$ cat src/rtl/safe_ctrl.sv
// Digital-safe sequencer: unlocks on a pass event, counts failed attempts,
// enforces a timed lockout, and pulses the keypad entry-clear between attempts.
module safe_ctrl #(
  parameter int unsigned MAX_TRIES   = 3,
  parameter int unsigned UNLOCK_CYC  = 250_000_000,
  parameter int unsigned LOCKOUT_CYC = 1_500_000_000,
  parameter int unsigned CLR_CYC     = 4
) (
  input  logic       clk,
  input  logic       reset_n,
  input  logic       pass,
  input  logic       fail,
  input  logic       door_closed,
  output logic       lock_en,
  output logic       entry_clr_n,
  output logic       lockout,
  output logic [2:0] tries,
  output logic [1:0] status
);

  typedef enum logic [1:0] {
    S_IDLE    = 2'b00,
    S_OPEN    = 2'b01,
    S_LOCKOUT = 2'b10,
    S_CLEAR   = 2'b11
  } state_t;

  localparam logic [31:0] CLR_LOAD     = 32'(CLR_CYC - 1);
  localparam logic [31:0] UNLOCK_LOAD  = 32'(UNLOCK_CYC - 1);
  localparam logic [31:0] LOCKOUT_LOAD = 32'(LOCKOUT_CYC - 1);

  state_t      state;
  logic [31:0] tmr;
  logic        dc_m, dc_s, dc_q;
  logic        pass_q, fail_q;
  logic        pass_rise, fail_rise, dc_rise, last_try;

  // Door synchronizer (reset to "closed") and input edge-detect flops
  always_ff @(posedge clk or negedge reset_n) begin
    if (!reset_n) begin
      dc_m   <= 1'b1;
      dc_s   <= 1'b1;
      dc_q   <= 1'b1;
      pass_q <= 1'b0;
      fail_q <= 1'b0;
    end else begin
      dc_m   <= door_closed;
      dc_s   <= dc_m;
      dc_q   <= dc_s;
      pass_q <= pass;
      fail_q <= fail;
    end
  end

  assign pass_rise = pass & ~pass_q;
  assign fail_rise = fail & ~fail_q;
  assign dc_rise   = dc_s & ~dc_q;
  assign last_try  = (32'(tries) + 32'd1) >= MAX_TRIES;
  assign status    = state;

  always_ff @(posedge clk or negedge reset_n) begin
    if (!reset_n) begin
      state       <= S_CLEAR;
      tmr         <= CLR_LOAD;
      lock_en     <= 1'b0;
      entry_clr_n <= 1'b0;
      lockout     <= 1'b0;
      tries       <= 3'd0;
    end else begin
      case (state)
        S_CLEAR: begin
          if (tmr == 32'd0) begin
            state       <= S_IDLE;
            entry_clr_n <= 1'b1;
          end else begin
            tmr <= tmr - 32'd1;
          end
        end
        S_IDLE: begin
          // A simultaneous fail edge is dropped when pass rises
          if (pass_rise) begin
            state       <= S_OPEN;
            lock_en     <= 1'b1;
            entry_clr_n <= 1'b0;
            tries       <= 3'd0;
            tmr         <= UNLOCK_LOAD;
          end else if (fail_rise) begin
            entry_clr_n <= 1'b0;
            if (last_try) begin
              state   <= S_LOCKOUT;
              tries   <= 3'(MAX_TRIES);
              lockout <= 1'b1;
              tmr     <= LOCKOUT_LOAD;
            end else begin
              state <= S_CLEAR;
              tries <= tries + 3'd1;
              tmr   <= CLR_LOAD;
            end
          end
        end
        S_OPEN: begin
          // Relock on door close edge, or on timeout once the door is shut
          if (dc_rise || (tmr == 32'd0 && dc_s)) begin
            state   <= S_CLEAR;
            lock_en <= 1'b0;
            tmr     <= CLR_LOAD;
          end else if (tmr != 32'd0) begin
            tmr <= tmr - 32'd1;
          end
        end
        S_LOCKOUT: begin
          if (tmr == 32'd0) begin
            state   <= S_CLEAR;
            lockout <= 1'b0;
            tries   <= 3'd0;
            tmr     <= CLR_LOAD;
          end else begin
            tmr <= tmr - 32'd1;
          end
        end
        default: state <= S_CLEAR;
      endcase
    end
  end

endmodule

$ cat config.mk
export PLATFORM = sky130hd
export DESIGN_NAME = safe_ctrl
export DESIGN_NICKNAME = d
export VERILOG_FILES = /design/src/rtl/safe_ctrl.sv
export SDC_FILE = /design/constraint.sdc
export NUM_CORES = 1
export LEC_CHECK = 0
export BUFFER_PORTS_ARGS = -buffer_cell sky130_fd_sc_hd__buf_2
export CORE_MARGIN = 4
export CORE_UTILIZATION = 40
export DETAILED_ROUTE_END_ITERATION = 6
export PLACE_DENSITY = 0.63
export SYNTH_ARGS = -nofsm -noshare
export SYNTH_HDL_FRONTEND = slang
export SYNTH_SLANG_ARGS = --single-unit
$ cat constraint.sdc
create_clock -name clk -period 2.5 [get_ports clk]
set_clock_uncertainty 0.05 [all_clocks]
set_input_delay 0.375 -clock clk [delete_from_list [all_inputs] [get_ports clk]]
set_output_delay 0.375 -clock clk [all_outputs]
set_load 0.02 [all_outputs]
==> flow_summary.json, run 1 <==
{
  "status": "finished, violations left",
  "violations": "negative hold slack",
  "ys_seq_area_share_pct": 40.0,
  "htree_levels": 2,
  "drc": 0,
  "hold_viol_final": 13,
  "cts_made_buffers": 5,
  "gp_congestion": 0.947,
  "die_h_um": 92.3,
  "crit_required_ns": 2.62,
  "vdd_drop_max_mv": 0.672,
  "ioPinCount": 13,
  "synth_cells": 338,
  "maxSlewViolCount": 0,
  "die_area_mm2": 0.00851,
  "cp.arrival_ns": 2.55,
  "critPathTopFamily": "simple AND/OR/NAND/NOR gates",
  "fmax_ghz": 0.411,
  "worstSetupPathType": "flip-flop to flip-flop",
  "cp.buffers_inverters": 0,
  "worstMarginPinSlew_ns": 0.437,
  "postLayoutCoreUtil_pct": 50.2,
  "clock_latency_ns": 0.30,
  "rsz0062_at_grt": "false",
  "grt_overflow": 0,
  "clk_pin_slew_ns": 0.09,
  "crit_start": "tmr[15]",
  "period_share_pct": 97.3,
  "grt_max_degree": 46,
  "wl_um": 7590,
  "first_pass_iters": 5,
  "n_antenna_cell": 0,
  "maxCapViolCount": 0,
  "yosys_warnings": 0,
  "ys_async_sr_fraction_pct": 100,
  "critPathMaxFanout": 7,
  "regToRegEndpoint": "tmr[23]",
  "worst_setup_path_start_kind": "flip-flop",
  "path_cells": "or4_4 -> nor3_4 -> and4_4 -> or2_4 -> nor2_1 -> a221o_1",
  "syn_avg_cell_area_um2": 8.40,
  "power.density_mw_per_mm2": 1400,
  "drtIter0Drc": 249,
  "core-area_mm2": 0.00683,
  "syn-num-nets": 350,
  "clock-sinks": 45,
  "seqCellArea_mm2": 0.00113,
  "setup_slack_ns": 0.0672,
  "ant_nets": 0,
  "area_growth_pct": 20.7,
  "relSlewSlack_pct": 70.6,
  "cts_tree": "built",
  "dieWidth_um": 92.3,
  "grt_pass1_vias": 2697,
  "hpwlAfterDp_um": 5610,
  "ys.flop_type": "dfrtp_1",
  "cpPeakStageDelay_ns": 0.59,
  "fin_tns_setup_ns": 0,
  "drive_gt1_share_pct": 24.6,
  "placement_rows": 30,
  "num_vias": 2750,
  "cts-root-buf": "clkbuf_8",
  "clockBufferDepth": 2,
  "hold_class": "input port to asynchronous set/reset pin",
  "grt_pass1_wl_um": 12900,
  "regToRegSetupSlack_ns": 0.07,
  "power_leakage_nw": 1.50,
  "place_ws_ns": 0.00834,
  "finalSetupViolations": 0,
  "crit_path_top_delay_cell": "or4_4",
  "multi_input_area_mm2": 0.00162,
  "min_period_ns": 2.43,
  "track_usage_pct": 18.8,
  "wire_per_inst_um": 15.6,
  "antenna_found_initial": 0,
  "rr_startpoint": "tmr[15]",
  "critical_path_depth": 6,
  "portBuffers": 12,
  "crit_end": "tmr[23]",
  "synth-edff-count": 0,
  "viasPerCell": 5.65,
  "r2r_cells": 6,
  "whs_ns": -0.00683,
  "nets": 402,
  "n_fill_cell": 655,
  "synth-seq-cells": 45,
  "synthesis.area_mm2": 0.00284,
  "cts_hold_buf": 0,
  "cp-end-kind": "flip-flop",
  "start_util_pct": 41.6,
  "synth_cell_types": 53
}
[cells in the mapped netlist (all sizes together) (4+ instances only)]
| cell | n | area (µm²) |
|---|---|---|
| a21oi | 33 | 165 |
| a21o | 4 | 30.0 |
| or3 | 6 | 50.0 |
| buf | 8 | 47.5 |
| nand3 | 10 | 50.1 |
| o21ai | 24 | 120 |
| clkbuf | 4 | 15.0 |
| nor3 | 22 | 120 |
| nand2b | 5 | 31.3 |
| inv | 17 | 63.8 |
| nor4 | 11 | 103 |
| dfrtp | 38 | 951 |
| nor2b | 10 | 62.6 |
| a2bb2oi | 4 | 35.0 |
| nor2 | 30 | 113 |
| a31oi | 5 | 31.3 |
| ha | 7 | 87.6 |
| o22a | 7 | 61.3 |
| nand2 | 40 | 150 |
| dfstp | 7 | 184 |
| nand4 | 8 | 56.3 |
[layout by cell type, fill, tap and decap left out, types with 3 or more instances in the layout]
cell type / count
o41ai_1: 3
nand3_1: 10
nand4_1: 7
nor2b_1: 10
a31oi_1: 5
buf_2: 12
a21o_1: 4
nor2_1: 28
ha_1: 7
nor4_2: 5
o221ai_1: 3
o22a_1: 7
o21ai_0: 21
nor3_1: 20
buf_4: 44
o21ai_1: 3
dfrtp_1: 38
a21oi_1: 33
nand2b_1: 5
a22o_1: 3
a2bb2oi_1: 4
inv_1: 17
dfstp_2: 7
clkbuf_8: 5
a221o_1: 3
nand2_1: 38
nor4_1: 5
[logic make-up (layout without fill, tap and decap cells)]
group           Yosys count  in the layout  synth area share, %
mux                       2              2                0.793
fa+ha+maj                 7              7                 3.08
compound gates          100            100                 22.4
flops                    45             45                 40.0
simple gates            155            155                 29.3
buf+inv                  29             82                 4.45
[registers in the layout, indices dropped and copies added (netlist names)]
name         flops
tmr             32
tries            3
status           2
dc_m             1
dc_q             1
dc_s             1
entry_clr_n      1
fail_q           1
lock_en          1
lockout          1
pass_q           1
[final cells by class]
| type | instances | area share [%] |
|---|---|---|
| Inverter | 17 | 1.86 |
| Clock buffer | 6 | 2.12 |
| Clock inverter | 2 | 0.292 |
| Multi-Input combinational cell | 264 | 47.2 |
| Tap cell | 96 | 3.50 |
| Timing Repair Buffer | 57 | 12.0 |
| Sequential cell | 45 | 33.1 |
[metrics by stage]
step | instances | total power [W] | cell area [µm²]
floorplan | 338 | 0.00325 | 2840
global placement | 478 | 0.00422 | 3300
detailed placement | 478 | 0.00425 | 3300
CTS | 486 | 0.00473 | 3390
global route | 487 | 0.00523 | 3430
finish | 487 | 0.00481 | 3430
[power by group]
group	switching (W)	leakage, nW	internal (W)
logic	0.00174	0.901	0.00135
clock network	0.000244	0.0450	0.000194
registers	0.000261	0.554	0.00102
total	0.00225	1.50	0.00256
[how the worst min path moves through the flow]
stage / startpoint / endpoint / slack (ns) / cells past startpoint
finish: reset_n / tmr[12] / -0.007 / 2
floorplan: reset_n / entry_clr_n / 0.03 / 0
CTS: reset_n / tmr[12] / 0.004 / 2
global placement: dc_m / dc_s / 0.30 / 0
global route: reset_n / tmr[12] / 0.01 / 2
detailed placement: dc_m / dc_s / 0.30 / 0
[repair_timing]
action | 4_1_cts | 5_1_grt
resized for setup | 1 | 11
endpoints found under the setup margin | 3 | 28
buffers inserted | 0 | 1
gates cloned | 0 | 0
pin swaps | 0 | 2
[layer usage]
layer	up-vias	share of wire (%)	GRT usage, %
met5	-	0	0
met4	0	1.4	6.31
met3	13	5.9	3.28
met2	99	47	30.7
met1	1285	45	25.2
li1	1353	-	-
(Power assumes the default switching activity.)
==> run 2, diff against run 1 <==
- SETUP_SLACK_MARGIN: not set -> 0.1
==> flow_summary.json, run 2 (synthesized netlist as in run 1, its figures left out) <==
{
  "cp-end-kind": "flip-flop",
  "whs_ns": 0.00338,
  "rsz0062_at_grt": "true",
  "die_area_mm2": 0.00851,
  "status": "finished, final reports clean",
  "cts_hold_buf": 0,
  "grt_pass1_wl_um": 12700,
  "regToRegSetupSlack_ns": 0.11,
  "grt_pass1_vias": 2599,
  "combPwrFrac_pct": 67.0,
  "largest_reg_flops": 32,
  "cts_made_buffers": 5,
  "final_common_cell": "buf_4",
  "internal_power_w": 0.00280,
  "start_util_pct": 41.6,
  "placed_area_mm2": 0.00329,
  "min_period_ns": 2.39,
  "cts_tree": "built",
  "hpwlAfterDp_um": 5760,
  "switching_share_pct": 45.9,
  "pwr-share-clk_pct": 8.7,
  "clockBufferDepth": 2,
  "clock-sinks": 45,
  "track_usage_pct": 18.6,
  "crit_required_ns": 2.65,
  "maxSlewViolCount": 0,
  "final_cell_mix": "buf_4, nand2_1, dfrtp_1",
  "cp.buffers_inverters": 2,
  "ant_nets": 0,
  "critPathMaxFanout": 6,
  "nets": 414,
  "fmax_ghz": 0.418,
  "multi_input_area_mm2": 0.00170,
  "path_cells": "or3_4 -> nor4_4 -> nand4_1 -> buf_6 -> nand2_8 -> buf_12 -> a21oi_1 -> o221ai_1",
  "cp.arrival_ns": 2.54,
  "finalSetupViolations": 0,
  "n_antenna_cell": 0,
  "hold_class": "input port to asynchronous set/reset pin",
  "drc": 0,
  "finalNonFillerCells": 499,
  "finalInstanceArea_mm2": 0.00366,
  "drtIter0Drc": 189,
  "vdd_drop_max_mv": 0.650,
  "power_leakage_nw": 1.60,
  "critPathTopFamily": "simple AND/OR/NAND/NOR gates",
  "die_h_um": 92.3,
  "worstMarginPinSlew_ns": 0.557,
  "largest_register": "tmr",
  "power.density_mw_per_mm2": 1410,
  "cpPeakStageDelay_ns": 0.44,
  "antenna_found_initial": 0,
  "dieWidth_um": 92.3,
  "core-area_mm2": 0.00683,
  "htree_levels": 2,
  "seqCellArea_mm2": 0.00113,
  "cts-root-buf": "clkbuf_8",
  "hold_viol_final": 0,
  "maxCapViolCount": 0,
  "placement_rows": 30,
  "dp.cells": 477,
  "fin_tns_setup_ns": 0,
  "gp_congestion": 0.921,
  "area_growth_pct": 28.8,
  "power.switching_w": 0.00238,
  "period_share_pct": 95.7,
  "clock_latency_ns": 0.30,
  "finalPower_w": 0.00517,
  "n_fill_cell": 660,
  "p_seq_share_pct": 24.3,
  "ioPinCount": 13,
  "wl_um": 7960,
  "worstSetupPathType": "flip-flop to flip-flop",
  "clk_pin_slew_ns": 0.09,
  "grt_overflow": 0,
  "portBuffers": 12,
  "grt_max_degree": 24,
  "wire_per_inst_um": 15.9,
  "first_pass_iters": 5,
  "num_vias": 2864,
  "worst_setup_path_start_kind": "flip-flop",
  "crit_path_top_delay_cell": "or3_4",
  "drive_gt1_share_pct": 29.3,
  "relSlewSlack_pct": 62.8,
  "viasPerCell": 5.74
}
[run 2: repair_timing]
item,CTS,global route
setup buffers,1,11
endpoints found under the setup margin,6,31
pin swaps,2,17
resized for setup,3,37
gates cloned,0,2
[run 2: power by group through the flow]
stage                     sequential (W)  clock (W)  combinational [W]
after global placement           0.00125          0            0.00300
final                            0.00126   0.000451            0.00347
after global routing             0.00129   0.000494            0.00380
after floorplan                  0.00131          0            0.00194
after detailed placement         0.00126          0            0.00304
after CTS                        0.00125   0.000460            0.00309
[run 2: metrics by stage]
step	utilization, %	worst slack, ns
2_1_floorplan	-	0.147
3_3_place_gp	48.2	0.107
3_5_place_dp	48.2	0.0471
4_1_cts	49.7	0.104
5_1_grt	53.6	0.0278
6_report	53.6	0.107
[run 2: worst register-to-register path, delay by kind of cell, from the launching register on]
family / cells / cell delay, ns
DFF: 1 / 0.41
buffers and inverters: 2 / 0.33
and+or+nand+nor: 4 / 1.24
AOI/OAI and AO/OA: 2 / 0.26
[run 2: final timing paths]
kind | cells past startpoint | start | end
min in group clk | 1 | door_closed | dc_m
hold / removal | 1 | reset_n | tmr[11]
setup reg to reg | 8 | tmr[5] | tmr[25]
setup / recovery | 8 | tmr[5] | tmr[25]
max in group asynchronous | 2 | reset_n | tmr[1]
hold reg to reg | 0 | dc_m | dc_s
[run 2: routing by layer]
| metal | GRT usage [%] | vias up | routed length (µm) |
|---|---|---|---|
| met1 | 24.8 | 1393 | 3620 |
| li1 | - | 1373 | - |
| met3 | 2.71 | 14 | 372 |
| met2 | 30.7 | 84 | 3800 |
| met5 | 0 | - | 0 |
| met4 | 6.44 | 0 | 171 |
[run 2: cell type report]
cell class | instances | share of cell area [%]
clock inverter | 1 | 0.137
multi-input combinational | 264 | 46.3
inverter | 17 | 1.74
clock buffer | 7 | 2.09
tap | 96 | 3.28
sequential | 45 | 31.0
timing repair buffer | 69 | 15.4
==> run 3, diff against run 2 <==
--- a/config.mk
+++ b/config.mk
@@ -7,5 +7,4 @@
 export LEC_CHECK = 0
 export BUFFER_PORTS_ARGS = -buffer_cell sky130_fd_sc_hd__buf_2
-export CORE_MARGIN = 4
 export CORE_UTILIZATION = 40
 export DETAILED_ROUTE_END_ITERATION = 6
==> constraint.sdc (replaced) <==
create_clock -name clk -period 2.5 [get_ports clk]
set_clock_uncertainty 0.05 [all_clocks]
set_input_delay 0.5 -clock clk [delete_from_list [all_inputs] [get_ports clk]]
set_output_delay 0.5 -clock clk [all_outputs]
set_load 0.02 [all_outputs]
==> flow_summary.json, run 3 (synthesized netlist as in run 1, its figures left out) <==
{
  "cp-end-kind": "flip-flop",
  "power_leakage_nw": 1.60,
  "min_period_ns": 2.43,
  "dieWidth_um": 86.3,
  "start_util_pct": 41.6,
  "vdd_drop_max_mv": 0.688,
  "finalPower_w": 0.00519,
  "met3RoutedLength_um": 506,
  "nets": 416,
  "cts_hold_buf": 0,
  "clock_latency_ns": 0.30,
  "power.switching_w": 0.00240,
  "top_layer": "met4",
  "grt_max_degree": 27,
  "multi_input_area_mm2": 0.00172,
  "cts_tree": "built",
  "ant_nets": 0,
  "status": "finished, final reports clean",
  "finalInstanceArea_mm2": 0.00367,
  "drc": 0,
  "maxSlewViolCount": 0,
  "antenna_found_initial": 0,
  "place_ws_ns": -0.178,
  "track_usage_pct": 22.2,
  "final_common_cell": "buf_4",
  "first_pass_iters": 5,
  "setup_slack_ns": 0.0747,
  "hold_class": "input port to asynchronous set/reset pin",
  "hpwlAfterDp_um": 5670,
  "die_area_mm2": 0.00744,
  "clk_pin_slew_ns": 0.09,
  "die_h_um": 86.3,
  "viasPerCell": 5.77,
  "seqCellArea_mm2": 0.00113,
  "n_fill_cell": 626,
  "portBuffers": 12,
  "cts_made_buffers": 5,
  "wl_met2_um": 4020,
  "wl_um": 8270,
  "gp_congestion": 0.891,
  "fmax_ghz": 0.412,
  "final_cell_mix": "buf_4, nand2_1, dfrtp_1",
  "placement_rows": 30,
  "fin_tns_setup_ns": 0,
  "pwr-share-clk_pct": 9.1,
  "worst_setup_path_start_kind": "flip-flop",
  "crit_required_ns": 2.65,
  "rsz0062_at_grt": "true",
  "num_vias": 2887,
  "maxCapViolCount": 0,
  "hold_viol_final": 0,
  "grt_pass1_wl_um": 12700,
  "htree_levels": 2,
  "worstMarginPinSlew_ns": 0.549,
  "grt_overflow": 0,
  "worstSetupPathType": "flip-flop to flip-flop",
  "largest_register": "tmr",
  "grt_pass1_vias": 2613,
  "relSlewSlack_pct": 63.1,
  "period_share_pct": 97.0,
  "drtIter0Drc": 285,
  "wl_met1_um": 3640,
  "combPwrFrac_pct": 66.7,
  "largest_reg_flops": 32,
  "finalSetupViolations": 0,
  "placed_area_mm2": 0.00331,
  "p_seq_share_pct": 24.2,
  "drive_gt1_share_pct": 30.7,
  "area_growth_pct": 29.3,
  "switching_share_pct": 46.3,
  "core-area_mm2": 0.00683,
  "power.density_mw_per_mm2": 1410,
  "wire_per_inst_um": 16.5,
  "internal_power_w": 0.00278,
  "clockBufferDepth": 2,
  "ioPinCount": 13,
  "critPathMaxFanout": 7,
  "n_antenna_cell": 0,
  "cts-root-buf": "clkbuf_8",
  "clock-sinks": 45,
  "whs_ns": 0.0919,
  "cp.arrival_ns": 2.57
}
==> run 3: cell count changes in the layout (fill, tap and decap cells not counted), moves of 2 or more <==
cell / previous run / this run
buf_4: 50 / 53
a21oi_1: 30 / 32
a21oi_2: 3 / 1
ha_1: 7 / 5
ha_2: 0 / 2
nor2_1: 29 / 27
nor2_2: 0 / 2
nor4_1: 7 / 5
==> run 3: what timing repair did <==
action / in CTS / in global routing
cloned: 0 / 2
endpoints found under the setup margin: 25 / 31
pin swaps: 3 / 9
gates resized for setup: 9 / 34
buffers inserted: 2 / 8
==> run 3: cell type report <==
type                    instances  area share, %
inverters                      17           1.74
clock buffers                   7           2.35
multi-input cells             265           46.9
well taps                      96           3.27
flip-flops and latches         45           30.9
repair buffers                 70           14.8
==> run 3: power groups by stage <==
stage | sequential, W | clock (W) | combinational, W
finish | 0.00126 | 0.000470 | 0.00346
global route | 0.00129 | 0.000519 | 0.00380
CTS | 0.00124 | 0.000493 | 0.00312
detailed placement | 0.00125 | 0 | 0.00302
global placement | 0.00124 | 0 | 0.00298
floorplan | 0.00131 | 0 | 0.00194
==> run 3: through the flow <==
step / instances / utilization [%]
2_1_floorplan: 338 / -
3_3_place_gp: 481 / 48.5
3_5_place_dp: 481 / 48.5
4_1_cts: 490 / 50.4
5_1_grt: 500 / 53.8
6_report: 500 / 53.8
==> run 3: layer usage <==
metal  vias up  global-route usage [%]
met2       101                    36.9
met1      1389                    29.7
met4         0                    6.97
met5         -                       0
li1       1384                       -
met3        13                    3.71
==> run 3: path summary, 6_finish.rpt <==
| path | cells past startpoint | slack (ns) | end | start |
|---|---|---|---|---|
| min in group clk | 1 | 0.24 | dc_m | door_closed |
| min | 1 | 0.09 | tmr[13] | reset_n |
| max reg2reg | 7 | 0.07 | tmr[17] | tmr[16] |
| max in group asynchronous | 2 | 1.51 | dc_m | reset_n |
| min reg2reg | 0 | 0.30 | dc_s | dc_m |
| max | 7 | 0.07 | tmr[17] | tmr[16] |
==> run 3: critical path: stages, from the launching register on <==
cell	delay (ns)
dfrtp_1	0.38
or4_4	0.59
nor3_4	0.26
and4_4	0.28
buf_4	0.12
or2_4	0.17
o21ai_0	0.11
a221o_1	0.35
